==> config.mk <==
export PLATFORM = sky130hd
export DESIGN_NAME = mem_stage_hs_flat
export DESIGN_NICKNAME = d
export VERILOG_FILES = /design/src/rtl/mem_stage_hs_if.sv /design/src/rtl/mem_stage_hs.sv /design/src/flat_wrapper.sv
export SDC_FILE = /design/constraint.sdc
export NUM_CORES = 1
export LEC_CHECK = 0
export CORE_MARGIN = 2
export CORE_UTILIZATION = 44
export DETAILED_ROUTE_END_ITERATION = 10
export PLACE_DENSITY = 0.95
export SYNTH_ARGS = -nofsm -noshare
export SYNTH_HDL_FRONTEND = slang
export SYNTH_SLANG_ARGS = --single-unit
==> constraint.sdc <==
create_clock -name clk -period 5.62 [get_ports clk]
set_input_delay 0.843 -clock clk [delete_from_list [all_inputs] [get_ports clk]]
set_output_delay 0.843 -clock clk [all_outputs]
set_load 0.03 [all_outputs]
==> src/rtl/mem_stage_hs_if.sv <==
// Memory request/acknowledge port between the MEM stage and the data memory.
// The stage drives the request side; the memory returns ack and read data.
interface mem_stage_hs_if #(
    parameter int DATA_W = 16,
    parameter int ADDR_W = 16
);
    logic              mem_req;
    logic              mem_we;
    logic [ADDR_W-1:0] mem_addr;
    logic [DATA_W-1:0] mem_wdata;
    logic              mem_ack;
    logic [DATA_W-1:0] mem_rdata;

    modport master (
        output mem_req,
        output mem_we,
        output mem_addr,
        output mem_wdata,
        input  mem_ack,
        input  mem_rdata
    );

    modport slave (
        input  mem_req,
        input  mem_we,
        input  mem_addr,
        input  mem_wdata,
        output mem_ack,
        output mem_rdata
    );
endinterface

==> src/rtl/mem_stage_hs.sv <==
// MEM pipeline stage: one variable-latency data access per instruction over a
// req/ack port, branch resolution, stall/flush handling and killed results.
module mem_stage_hs #(
    parameter int DATA_W = 16,
    parameter int ADDR_W = 16,
    parameter int WB_W   = 7
) (
    input  logic              clk,
    input  logic              rst,
    input  logic              stall_in,
    input  logic              flush,
    input  logic [2:0]        m_in,
    input  logic [WB_W-1:0]   wb_in,
    input  logic [2:0]        flags_in,
    input  logic [2:0]        bcond_in,
    input  logic [ADDR_W-1:0] addr_in,
    input  logic [DATA_W-1:0] wdata_in,
    input  logic [DATA_W-1:0] pcbr_in,
    input  logic [DATA_W-1:0] alu_in,
    mem_stage_hs_if.master    mem,
    output logic              stall_out,
    output logic [DATA_W-1:0] rdata,
    output logic [DATA_W-1:0] pc_branch,
    output logic [DATA_W-1:0] pc_ret,
    output logic [DATA_W-1:0] alu,
    output logic [WB_W-1:0]   wb,
    output logic              branch_taken
);

    typedef enum logic [1:0] {
        ST_IDLE = 2'd0,
        ST_REQ  = 2'd1,
        ST_DONE = 2'd2
    } state_t;

    state_t            state_r;
    state_t            state_nx_s;
    logic [2:0]        m_r;
    logic [WB_W-1:0]   wb_r;
    logic [2:0]        flags_r;
    logic [2:0]        bcond_r;
    logic [ADDR_W-1:0] addr_r;
    logic [DATA_W-1:0] wdata_r;
    logic [DATA_W-1:0] pcbr_r;
    logic [DATA_W-1:0] alu_r;
    logic              valid_r;
    logic              killed_r;
    logic [DATA_W-1:0] rdata_r;
    logic              load_s;
    logic              in_req_s;
    logic              out_valid_s;
    logic              cond_s;

    // flags are {zr, neg, ov}
    function automatic logic branch_cond(input logic [2:0] bc, input logic [2:0] fl);
        logic zr;
        logic neg;
        logic ov;
        logic res;
        zr  = fl[2];
        neg = fl[1];
        ov  = fl[0];
        case (bc)
            3'd0:    res = zr;
            3'd1:    res = neg & ~ov;
            3'd2:    res = ~neg & ~ov & ~zr;
            3'd3:    res = ov;
            3'd4:    res = ~zr;
            3'd5:    res = ~(neg & ~ov);
            3'd6:    res = (neg & ~ov) | zr;
            3'd7:    res = 1'b1;
            default: res = 1'b0;
        endcase
        return res;
    endfunction

    assign in_req_s = (state_r == ST_REQ);
    assign load_s   = ~in_req_s & ~stall_in;

    // FSM state register
    always_ff @(posedge clk or posedge rst) begin
        if (rst) begin
            state_r <= ST_IDLE;
        end else begin
            state_r <= state_nx_s;
        end
    end

    // FSM next state: a new memory op starts only on a non-flushed load
    always_comb begin
        state_nx_s = state_r;
        case (state_r)
            ST_IDLE, ST_DONE: begin
                if (load_s) begin
                    if ((m_in[1] | m_in[0]) & ~flush) begin
                        state_nx_s = ST_REQ;
                    end else begin
                        state_nx_s = ST_IDLE;
                    end
                end else begin
                    state_nx_s = state_r;
                end
            end
            ST_REQ: begin
                if (mem.mem_ack) begin
                    state_nx_s = ST_DONE;
                end else begin
                    state_nx_s = ST_REQ;
                end
            end
            default: state_nx_s = ST_IDLE;
        endcase
    end

    // Pipeline slot; a flush on load inserts a bubble
    always_ff @(posedge clk or posedge rst) begin
        if (rst) begin
            m_r     <= 3'b000;
            wb_r    <= {WB_W{1'b0}};
            flags_r <= 3'b000;
            bcond_r <= 3'b000;
            addr_r  <= {ADDR_W{1'b0}};
            wdata_r <= {DATA_W{1'b0}};
            pcbr_r  <= {DATA_W{1'b0}};
            alu_r   <= {DATA_W{1'b0}};
            valid_r <= 1'b0;
        end else if (load_s) begin
            flags_r <= flags_in;
            bcond_r <= bcond_in;
            addr_r  <= addr_in;
            wdata_r <= wdata_in;
            pcbr_r  <= pcbr_in;
            alu_r   <= alu_in;
            if (flush) begin
                m_r     <= 3'b000;
                wb_r    <= {WB_W{1'b0}};
                valid_r <= 1'b0;
            end else begin
                m_r     <= m_in;
                wb_r    <= wb_in;
                valid_r <= 1'b1;
            end
        end else begin
            m_r     <= m_r;
            wb_r    <= wb_r;
            valid_r <= valid_r;
        end
    end

    // A flush that arrives mid-access cannot cancel it, so the result is killed instead
    always_ff @(posedge clk or posedge rst) begin
        if (rst) begin
            killed_r <= 1'b0;
        end else if (load_s) begin
            killed_r <= 1'b0;
        end else if (in_req_s & flush) begin
            killed_r <= 1'b1;
        end else begin
            killed_r <= killed_r;
        end
    end

    // Read data capture; read+write together behaves as a write
    always_ff @(posedge clk or posedge rst) begin
        if (rst) begin
            rdata_r <= {DATA_W{1'b0}};
        end else if (in_req_s & mem.mem_ack & m_r[0] & ~m_r[1]) begin
            rdata_r <= mem.mem_rdata;
        end else begin
            rdata_r <= rdata_r;
        end
    end

    assign out_valid_s = valid_r & ~killed_r & ~in_req_s;
    assign cond_s      = branch_cond(bcond_r, flags_r);

    assign mem.mem_req   = in_req_s;
    assign mem.mem_we    = m_r[1];
    assign mem.mem_addr  = addr_r;
    assign mem.mem_wdata = wdata_r;

    assign stall_out    = in_req_s;
    assign rdata        = rdata_r;
    assign pc_ret       = rdata_r;
    assign pc_branch    = pcbr_r;
    assign alu          = alu_r;
    assign wb           = out_valid_s ? wb_r : {WB_W{1'b0}};
    assign branch_taken = out_valid_s & m_r[2] & cond_s;

endmodule

==> src/flat_wrapper.sv <==
// flat-port wrapper written by rule: the top's interface ports become plain ports
module mem_stage_hs_flat 
#(
    parameter int DATA_W = 16,
    parameter int ADDR_W = 16,
    parameter int WB_W   = 7
)
  (clk, rst, stall_in, flush, m_in, wb_in, flags_in, bcond_in, addr_in, wdata_in, pcbr_in, alu_in, stall_out, rdata, pc_branch, pc_ret, alu, wb, branch_taken, mem_mem_req, mem_mem_we, mem_mem_addr, mem_mem_wdata, mem_mem_ack, mem_mem_rdata);
  mem_stage_hs_if #(.DATA_W(DATA_W), .ADDR_W(ADDR_W)) mem_i ();
  input  logic clk;
  input  logic rst;
  input  logic stall_in;
  input  logic flush;
  input  logic [2:0] m_in;
  input  logic [WB_W-1:0] wb_in;
  input  logic [2:0] flags_in;
  input  logic [2:0] bcond_in;
  input  logic [ADDR_W-1:0] addr_in;
  input  logic [DATA_W-1:0] wdata_in;
  input  logic [DATA_W-1:0] pcbr_in;
  input  logic [DATA_W-1:0] alu_in;
  output logic stall_out;
  output logic [DATA_W-1:0] rdata;
  output logic [DATA_W-1:0] pc_branch;
  output logic [DATA_W-1:0] pc_ret;
  output logic [DATA_W-1:0] alu;
  output logic [WB_W-1:0] wb;
  output logic branch_taken;
  output wire logic [$bits(mem_i.mem_req)-1:0] mem_mem_req;
  output wire logic [$bits(mem_i.mem_we)-1:0] mem_mem_we;
  output wire logic [$bits(mem_i.mem_addr)-1:0] mem_mem_addr;
  output wire logic [$bits(mem_i.mem_wdata)-1:0] mem_mem_wdata;
  input wire logic [$bits(mem_i.mem_ack)-1:0] mem_mem_ack;
  input wire logic [$bits(mem_i.mem_rdata)-1:0] mem_mem_rdata;
  assign mem_mem_req = mem_i.mem_req;
  assign mem_mem_we = mem_i.mem_we;
  assign mem_mem_addr = mem_i.mem_addr;
  assign mem_mem_wdata = mem_i.mem_wdata;
  assign mem_i.mem_ack = mem_mem_ack;
  assign mem_i.mem_rdata = mem_mem_rdata;
  mem_stage_hs #(.DATA_W(DATA_W), .ADDR_W(ADDR_W), .WB_W(WB_W)) u_core (.clk(clk), .rst(rst), .stall_in(stall_in), .flush(flush), .m_in(m_in), .wb_in(wb_in), .flags_in(flags_in), .bcond_in(bcond_in), .addr_in(addr_in), .wdata_in(wdata_in), .pcbr_in(pcbr_in), .alu_in(alu_in), .mem(mem_i), .stall_out(stall_out), .rdata(rdata), .pc_branch(pc_branch), .pc_ret(pc_ret), .alu(alu), .wb(wb), .branch_taken(branch_taken));
endmodule
======== Yosys cells after proc, flatten, opt, wreduce, memory -nomap -nowiden ========
Cells that the tools add are included.
operators by class
  add/sub/neg operators ................... 0
  $mul .................................... 0
  div/mod/pow operators ................... 0
  magnitude comparators ................... 0
  eq/ne operators ......................... 10
  shift-type cells ........................ 0
  muxes and demuxes ....................... 11
  bitwise gates (word level) .............. 24
  reduce and logical (&&, ||, !) cells .... 4
operators by type and width
  operator                                                number
  2-to-1 mux 7 bit                                        2
  bitwise AND 1 bit                                       13
  == test 3 bit (second input constant)                   4
  inverter 1 bit                                          9
  case mux 1 bit (8 select lines)                         1
  == test 3 x 2 -> 1 bit (second input constant)          2
  2-to-1 mux 1 bit                                        4
  2-to-1 mux 2 bit                                        2
  case mux 2 bit (2 select lines)                         1
  == test 3 x 1 -> 1 bit (second input constant)          1
  logical NOT 3 bit                                       1
  2-to-1 mux 3 bit                                        1
  == test 2 x 1 -> 1 bit (second input constant)          1
  == test 2 bit (second input constant)                   1
  logical NOT 2 bit                                       1
  inequality test 2 x 1 -> 1 bit (second input constant)  1
  OR 1 bit                                                2
  nonzero test 2 bit                                      1
  OR reduction 2 bit                                      1
storage, ports and cells
  register bits after elaboration ......... 100
  latch bits .............................. 0
  bits in writable memories ............... 0
  ROM bits ................................ 0
  input bits .............................. 101
  output and inout port bits .............. 107
  logic and storage cells ................. 61
  memories ................................ 0

======== Logic depth before layout (Yosys ltp) ========
Gate-level depths: netlist of the first run.
  depth in word-level cells ............... 5
  mapped depth ............................ 7
  gate-level depth less buffers ........... 4

======== Least setup slack after synthesis of the first run ========
OpenSTA, ideal clock, no wires.
  path kind ............................... register to output
  from .................................... register u_core.state_r[0]
  to ...................................... output port branch_taken
  data arrival time ....................... 1785 ps
  data required time ...................... 4777 ps
  path slack .............................. 2992 ps
  cell stages (with the launch flop) ...... 6
  path buffers ............................ 1
  cell sequence ........................... dfrtp_1 > nor2b_4 > buf_6 > nor3b_4 > o311ai_0 > a211oi_1
on the way
  longest elaborated chain between the ends .. 5
ends and longest elaborated chain
  element                          line                 RTL
  start: declaration               mem_stage_hs.sv:36   state_t state_r;
  start signal: assignment         mem_stage_hs.sv:85   state_r <= state_nx_s;
  == test 2 x 1 -> 1 bit           mem_stage_hs.sv:77   assign in_req_s = (state_r == ST_REQ);
  named net mem_mem_req            flat_wrapper.sv:29   output wire logic [$bits(mem_i.mem_req)-1:0] mem_mem_req;
  inverter 1 bit                   mem_stage_hs.sv:174  assign out_valid_s = valid_r & ~killed_r & ~in_req_s;
  bitwise AND 1 bit                mem_stage_hs.sv:174
  bitwise AND 1 bit (2 in series)  mem_stage_hs.sv:188  assign branch_taken = out_valid_s & m_r[2] & cond_s;
  end: declaration                 flat_wrapper.sv:28   output logic branch_taken;
The timed path passes the listed nets, and every way through them passes these cells.

======== Worst setup path after layout of the first run ========
  from .................................... register u_core.state_r[0]
  to ...................................... output port branch_taken
on the way
  longest elaborated chain between the ends .. 5
ends and longest elaborated chain
  element                          line
  == test 2 x 1 -> 1 bit           mem_stage_hs.sv:77
  inverter 1 bit                   mem_stage_hs.sv:174
  bitwise AND 1 bit                mem_stage_hs.sv:174
  bitwise AND 1 bit (2 in series)  mem_stage_hs.sv:188
Every way passes these cells.

==> flow_summary.yaml, run 1 <==
floorplanning:
  core_area_sq_mm: 0.00924
  die_area_sq_mm: 0.0104
  die-width_um: 102
  initial_utilization: 0.456
  num_rows: 35
  io_pins: 208
  die-height_um: 102
global_routing:
  track_usage: 0.210
  grt_start_max_net_pins: 55
  grt_pass1_wl_um: 17100
  grt-ovfl-total: 0
  antenna_found_initial: 0
  grt_pass1_vias: 3605
worst_setup_path:
  r2r_end: "u_core.mem.mem_addr[14]$_DFFE_PP0P_"
  reg2reg_depth: 5
  crit_path_end: "branch_taken"
  crit_required_ns: 4.78
  start_kind: "register"
  crit_arrival_ns: 2.40
  critPathBufInv: 1
  crit_path_max_incr_delay_ns: 0.72
  rr_startpoint: "u_core.state_r[0]$_DFFE_PP0P_"
  crit_type: "reg2out"
  path_cells: "nor2b_4 -> nor3b_4 -> o311ai_0 -> a211oi_1 -> clkdlybuf4s50_1"
  worst-path-max-fanout: 9
  r2r_slack_ns: 3.43
  cp_top_family: "buffers and inverters"
  critical-path-slowest-cell: "clkdlybuf4s50_1"
  critPathLaunch: "u_core.state_r[0]$_DFFE_PP0P_"
  worstSetupEndpointType: "output port"
  cp_num_cells: 5
cells_and_area:
  antenna_cells: 0
  drive_gt1_frac: 0.0681
  design_area_sq_mm: 0.00640
  syn_to_final_growth_pct: 52.0
  finalNetCount: 713
power_and_ir_drop:
  total_power_mw: 2.57
  ir_drop_uv: 197
  power.density_mw_per_mm2: 402
  p_leak_nw: 3.07
clocking:
  cts_max_level: 3
  cts_setup_buffers: 0
  cts_hold_buf: 0
  clk_pin_slew_ns: 0.10
  cts.path.max_buffers: 2
  cts-buffers-inserted: 9
  insertion_delay_ns: 0.35
  cts.sinks: 100
  tritoncts: "yes"
  cts-root-buf: "clkbuf_8"
  cts_resized: 0
route:
  wl_per_cell_um: 14.3
  num_vias: 3509
  drtIter0Drc: 125
  routed_wl_um: 10700
  viasPerCell: 4.70
  route.detailed.drc: 0
  dr.pass1.iters: 4
  ant_nets: 0
synthesis:
  yosysSeqAreaShare: 0.595
  syn_area_per_cell_sq_um: 9.81
  ys_ff_latch: 100
  async_flop_share: 1.00
  ys_types: 28
  syn_inst: 429
  syn-cell-area_sq_mm: 0.00421
  ys_warn_count: 0
  synth-edff-count: 0
  synthesis.nets: 530
  synthFlopType: "dfrtp_1"
timing:
  fmax_ghz: 0.309
  rsz0062_at_grt: "no"
  slew_viol_final: 0
  maxSlewHeadroom: 0.492
  finalCritPeriodShare: 0.577
  worst_slew_pin_slew_ns: 0.760
  hold_violations: 0
  setup_viol: 0
  clock_skew_ns: 0.0170
  fin_crit_ns: 3.24
  tns_ns: 0
placed_design:
  gp_congestion: 0.819
  hpwl_um: 7880
  port_buffers: 207
  placed_cell_area_sq_mm: 0.00618
run:
  maxCapViolations: 0
hold_path:
  hold_path_class: "reg2reg"
status:
  status: "complete, no violations"
layout by cell type (no fill, tap or decap), types with 3 or more instances in the layout:
cell type,instances
a21oi_1,3
and2_1,7
buf_4,3
clkbuf_8,9
clkdlybuf4s50_1,207
dfrtp_1,100
mux2_2,6
mux2_4,10
nand2_1,229
nand3b_1,10
nor2_1,3
o21ai_0,5
report_power, final:
group | internal [mW] | switching (mW) | total (mW)
clock | 0.254 | 0.255 | 0.510
sequential | 0.867 | 0.102 | 0.969
combinational | 0.483 | 0.608 | 1.09
total | 1.60 | 0.966 | 2.57
kinds of logic (layout without fill, tap and decap cells):
kind of cell	after synthesis	after routing	synth area share
simple gates	257	257	0.256
flops	100	100	0.595
mux	17	17	0.0541
compound gates	13	13	0.0196
buf+inv	41	229	0.0737
xor+xnor	1	1	0.00208
flip-flops by register name, summed over array words and instances, names as in the netlist, 7 cells and up:
name and flops:
u_core.alu 16, u_core.mem.mem_addr 16, u_core.mem.mem_wdata 16, u_core.pc_branch 16
u_core.pc_ret 16, u_core.wb_r 7
cells in the mapped netlist, drive strengths merged, types with 2 or more instances:
cell	count	area, sq um
a21oi	3	15.0
and2	7	43.8
buf	36	292
clkbuf	2	7.51
dfrtp	100	2500
inv	3	11.3
mux2	16	218
nand2	229	860
nand3b	10	75.1
nand4b	2	32.5
nor2	4	15.0
nor2b	2	20.0
o21ai	6	33.8
worst min path at each step:
| stage | startpoint | to | cells past startpoint |
|---|---|---|---|
| floorplan | u_core.wb_r[0]$_DFFE_PP0P_ | u_core.wb_r[0]$_DFFE_PP0P_ | 2 |
| global placement | u_core.wb_r[2]$_DFFE_PP0P_ | u_core.wb_r[2]$_DFFE_PP0P_ | 2 |
| detailed placement | u_core.wb_r[5]$_DFFE_PP0P_ | u_core.wb_r[5]$_DFFE_PP0P_ | 2 |
| CTS | u_core.wb_r[5]$_DFFE_PP0P_ | u_core.wb_r[5]$_DFFE_PP0P_ | 2 |
| global route | u_core.pc_branch[7]$_DFFE_PP0P_ | u_core.pc_branch[7]$_DFFE_PP0P_ | 2 |
| finish | u_core.wb_r[4]$_DFFE_PP0P_ | u_core.wb_r[4]$_DFFE_PP0P_ | 2 |
per-stage QoR:
step / cells / setup WS, ns / hold WS (ns) / util
6_report: 746 / 2.38 / 0.473 / 0.692
5_1_grt: 746 / 2.20 / 0.510 / 0.692
4_1_cts: 746 / 2.34 / 0.477 / 0.692
3_3_place_gp: 730 / 2.82 / 0.445 / 0.668
2_1_floorplan: 429 / 2.16 / 0.430 / -
3_5_place_dp: 730 / 2.73 / 0.452 / 0.668
worst min-delay path: stages, from the launching register on:
cell	delay, ns
dfrtp_1	0.35
nand2_1	0.05
nand2_1	0.05
layout make-up:
cell class / count / area [sq um]
Tap cell: 129 / 161
Inverter: 3 / 13.8
Timing Repair Buffer: 210 / 2090
Clock inverter: 7 / 98.8
Clock buffer: 9 / 124
Multi-Input combinational cell: 288 / 1400
Fill cell: 676 / 2840
Sequential cell: 100 / 2500
layer usage:
layer | GRT usage | vias up | routed length (um)
li1 | - | 1679 | -
met1 | 0.258 | 1663 | 4320
met2 | 0.362 | 151 | 5450
met3 | 0.0545 | 16 | 742
met4 | 0.0686 | 0 | 186
met5 | 0 | - | 0
Note: power is estimated with default switching activity, not from simulation.
==> run 2: changes to the inputs <==
- CORE_UTILIZATION: 44 -> 37
- PLACE_DENSITY: 0.95 -> 0.87
- clock period: 5.62 -> 2.93 ns (I/O delays scaled with it)
==> run 2 against run 1 <==
  * Critical path depth fell by 1
  * Wire length up 2.6%
  * Design area up 2.4%
  * Final cell count grew 1.5%
  * Clock-buffer cell count increased by 2
  * Sequential share of layout area down 0.91 points
  * Global-route usage decreased by 3.1 points
  * Non-clock buffer count increased by 1
  * Combinational power increased by 93%
  * Via count increased by 0.97%
  * Hold slack about the same
  * Critical endpoint is now wb[4]
  * Highest routed layer unchanged
==> flow_summary.yaml, run 2 (synthesis results as in run 1) <==
cells_and_area:
  finalNetCount: 714
  fill_cells: 931
  syn_to_final_growth_pct: 55.6
  antenna_cells: 0
  postLayoutCoreUtil: 0.596
  drive_gt1_frac: 0.0681
  mostFrequentLayoutCells: "nand2_1, clkdlybuf4s50_1, dfrtp_1"
  final_common_cell: "nand2_1"
route:
  ant_nets: 0
  wl_per_cell_um: 14.5
  route.detailed.drc: 0
  drtIter0Drc: 171
  num_vias: 3543
  viasPerCell: 4.68
  routed_wl_um: 11000
  dr.pass1.iters: 4
clocking:
  cts_max_level: 3
  cts.path.max_buffers: 2
  cts_hold_buf: 0
  cts-root-buf: "clkbuf_16"
  insertion_delay_ns: 0.33
  cts-buffers-inserted: 9
  cts_resized: 0
  cts.sinks: 100
  tritoncts: "yes"
  clk_pin_slew_ns: 0.06
  cts_setup_buffers: 0
floorplanning:
  initial_utilization: 0.383
  die-height_um: 111
  core_area_sq_mm: 0.0110
  num_rows: 38
  io_pins: 208
  die_area_sq_mm: 0.0122
  die-width_um: 111
worst_setup_path:
  cp_top_family: "simple AND/OR/NAND/NOR gates"
  crit_type: "reg2out"
  crit_required_ns: 2.49
  crit_path_max_incr_delay_ns: 0.67
  worst-path-max-fanout: 9
  worstSetupEndpointType: "output port"
  critPathBufInv: 1
  path_cells: "nor2b_4 -> nor3b_4 -> and2_1 -> clkdlybuf4s50_1"
  start_kind: "register"
  critical-path-slowest-cell: "clkdlybuf4s50_1"
  crit_arrival_ns: 2.11
placed_design:
  gp_congestion: 0.824
  port_buffers: 207
  hpwl_um: 8090
  pre_cts_ws_ns: 0.466
timing:
  post-route-worst-setup-slack_ns: 0.381
  tns_ns: 0
  finalCritPeriodShare: 0.870
  slew_viol_final: 0
  rsz0062_at_grt: "no"
  worst_slew_pin_slew_ns: 0.726
  clock_skew_ns: 0.00277
  setup_viol: 0
  maxSlewHeadroom: 0.516
  fin_crit_ns: 2.55
  fmax_ghz: 0.392
  hold_violations: 0
power_and_ir_drop:
  power.density_mw_per_mm2: 800
  p_leak_nw: 3.15
  ir_drop_uv: 662
global_routing:
  grt-ovfl-total: 0
  grt_pass1_vias: 3672
  grt_start_max_net_pins: 101
  antenna_found_initial: 0
  track_usage: 0.180
  grt_pass1_wl_um: 17900
status:
  status: "complete, no violations"
run:
  maxCapViolations: 0
hold_path:
  hold_path_class: "reg2reg"
[run 2: worst paths after layout]
kind	start	endpoint	slack [ns]	cells past startpoint
worst max-delay path	u_core.state_r[0]$_DFFE_PP0P_	wb[4]	0.38	4
worst min-delay path	u_core.wb_r[0]$_DFFE_PP0P_	u_core.wb_r[0]$_DFFE_PP0P_	0.47	2
worst max register to register	u_core.state_r[0]$_DFFE_PP0P_	u_core.mem.mem_addr[7]$_DFFE_PP0P_	0.94	5
worst min register to register	u_core.wb_r[0]$_DFFE_PP0P_	u_core.wb_r[0]$_DFFE_PP0P_	0.47	2
max in group asynchronous	rst	u_core.flags_r[2]$_DFFE_PP0P_	1.90	3
min in group asynchronous	rst	u_core.pc_ret[8]$_DFFE_PP0P_	0.61	3
[run 2: area by class of cell]
type,instances,area (sq um),share of cell area
flip-flops and latches,100,2500,0.382
well taps,140,175,0.0267
clock inverters,4,72.6,0.0111
repair buffers,211,2130,0.325
inverters,3,15.0,0.00229
clock buffers,11,253,0.0386
multi-input cells,288,1400,0.214
[run 2: stage by stage]
| step | hold WS (ns) | power [mW] | instances | instance area [sq um] |
|---|---|---|---|---|
| 5_1_grt | 0.494 | 5.49 | 757 | 6550 |
| 6_report | 0.473 | 5.24 | 757 | 6550 |
| 3_5_place_dp | 0.456 | 4.01 | 742 | 6220 |
| 4_1_cts | 0.472 | 5.30 | 757 | 6550 |
| 2_1_floorplan | 0.430 | 3.17 | 429 | 4210 |
| 3_3_place_gp | 0.444 | 3.94 | 742 | 6220 |
[run 2: per-layer routing]
layer	global-route usage	part of all wire
met2	0.321	0.52
met4	0.0500	0.014
met5	0	0
met1	0.203	0.39
met3	0.0634	0.076
[run 2: tightest hold or removal path: cells and delay by family (launching register included)]
kind             cells  cell delay (ns)
DFF                  1             0.34
and+or+nand+nor      2             0.10
[run 2: report_power, final]
group | switching, mW | leakage (nW) | internal (mW)
registers | 0.202 | 1.24 | 1.67
logic | 1.17 | 1.75 | 0.933
clock network | 0.482 | 0.158 | 0.788
total | 1.86 | 3.15 | 3.39
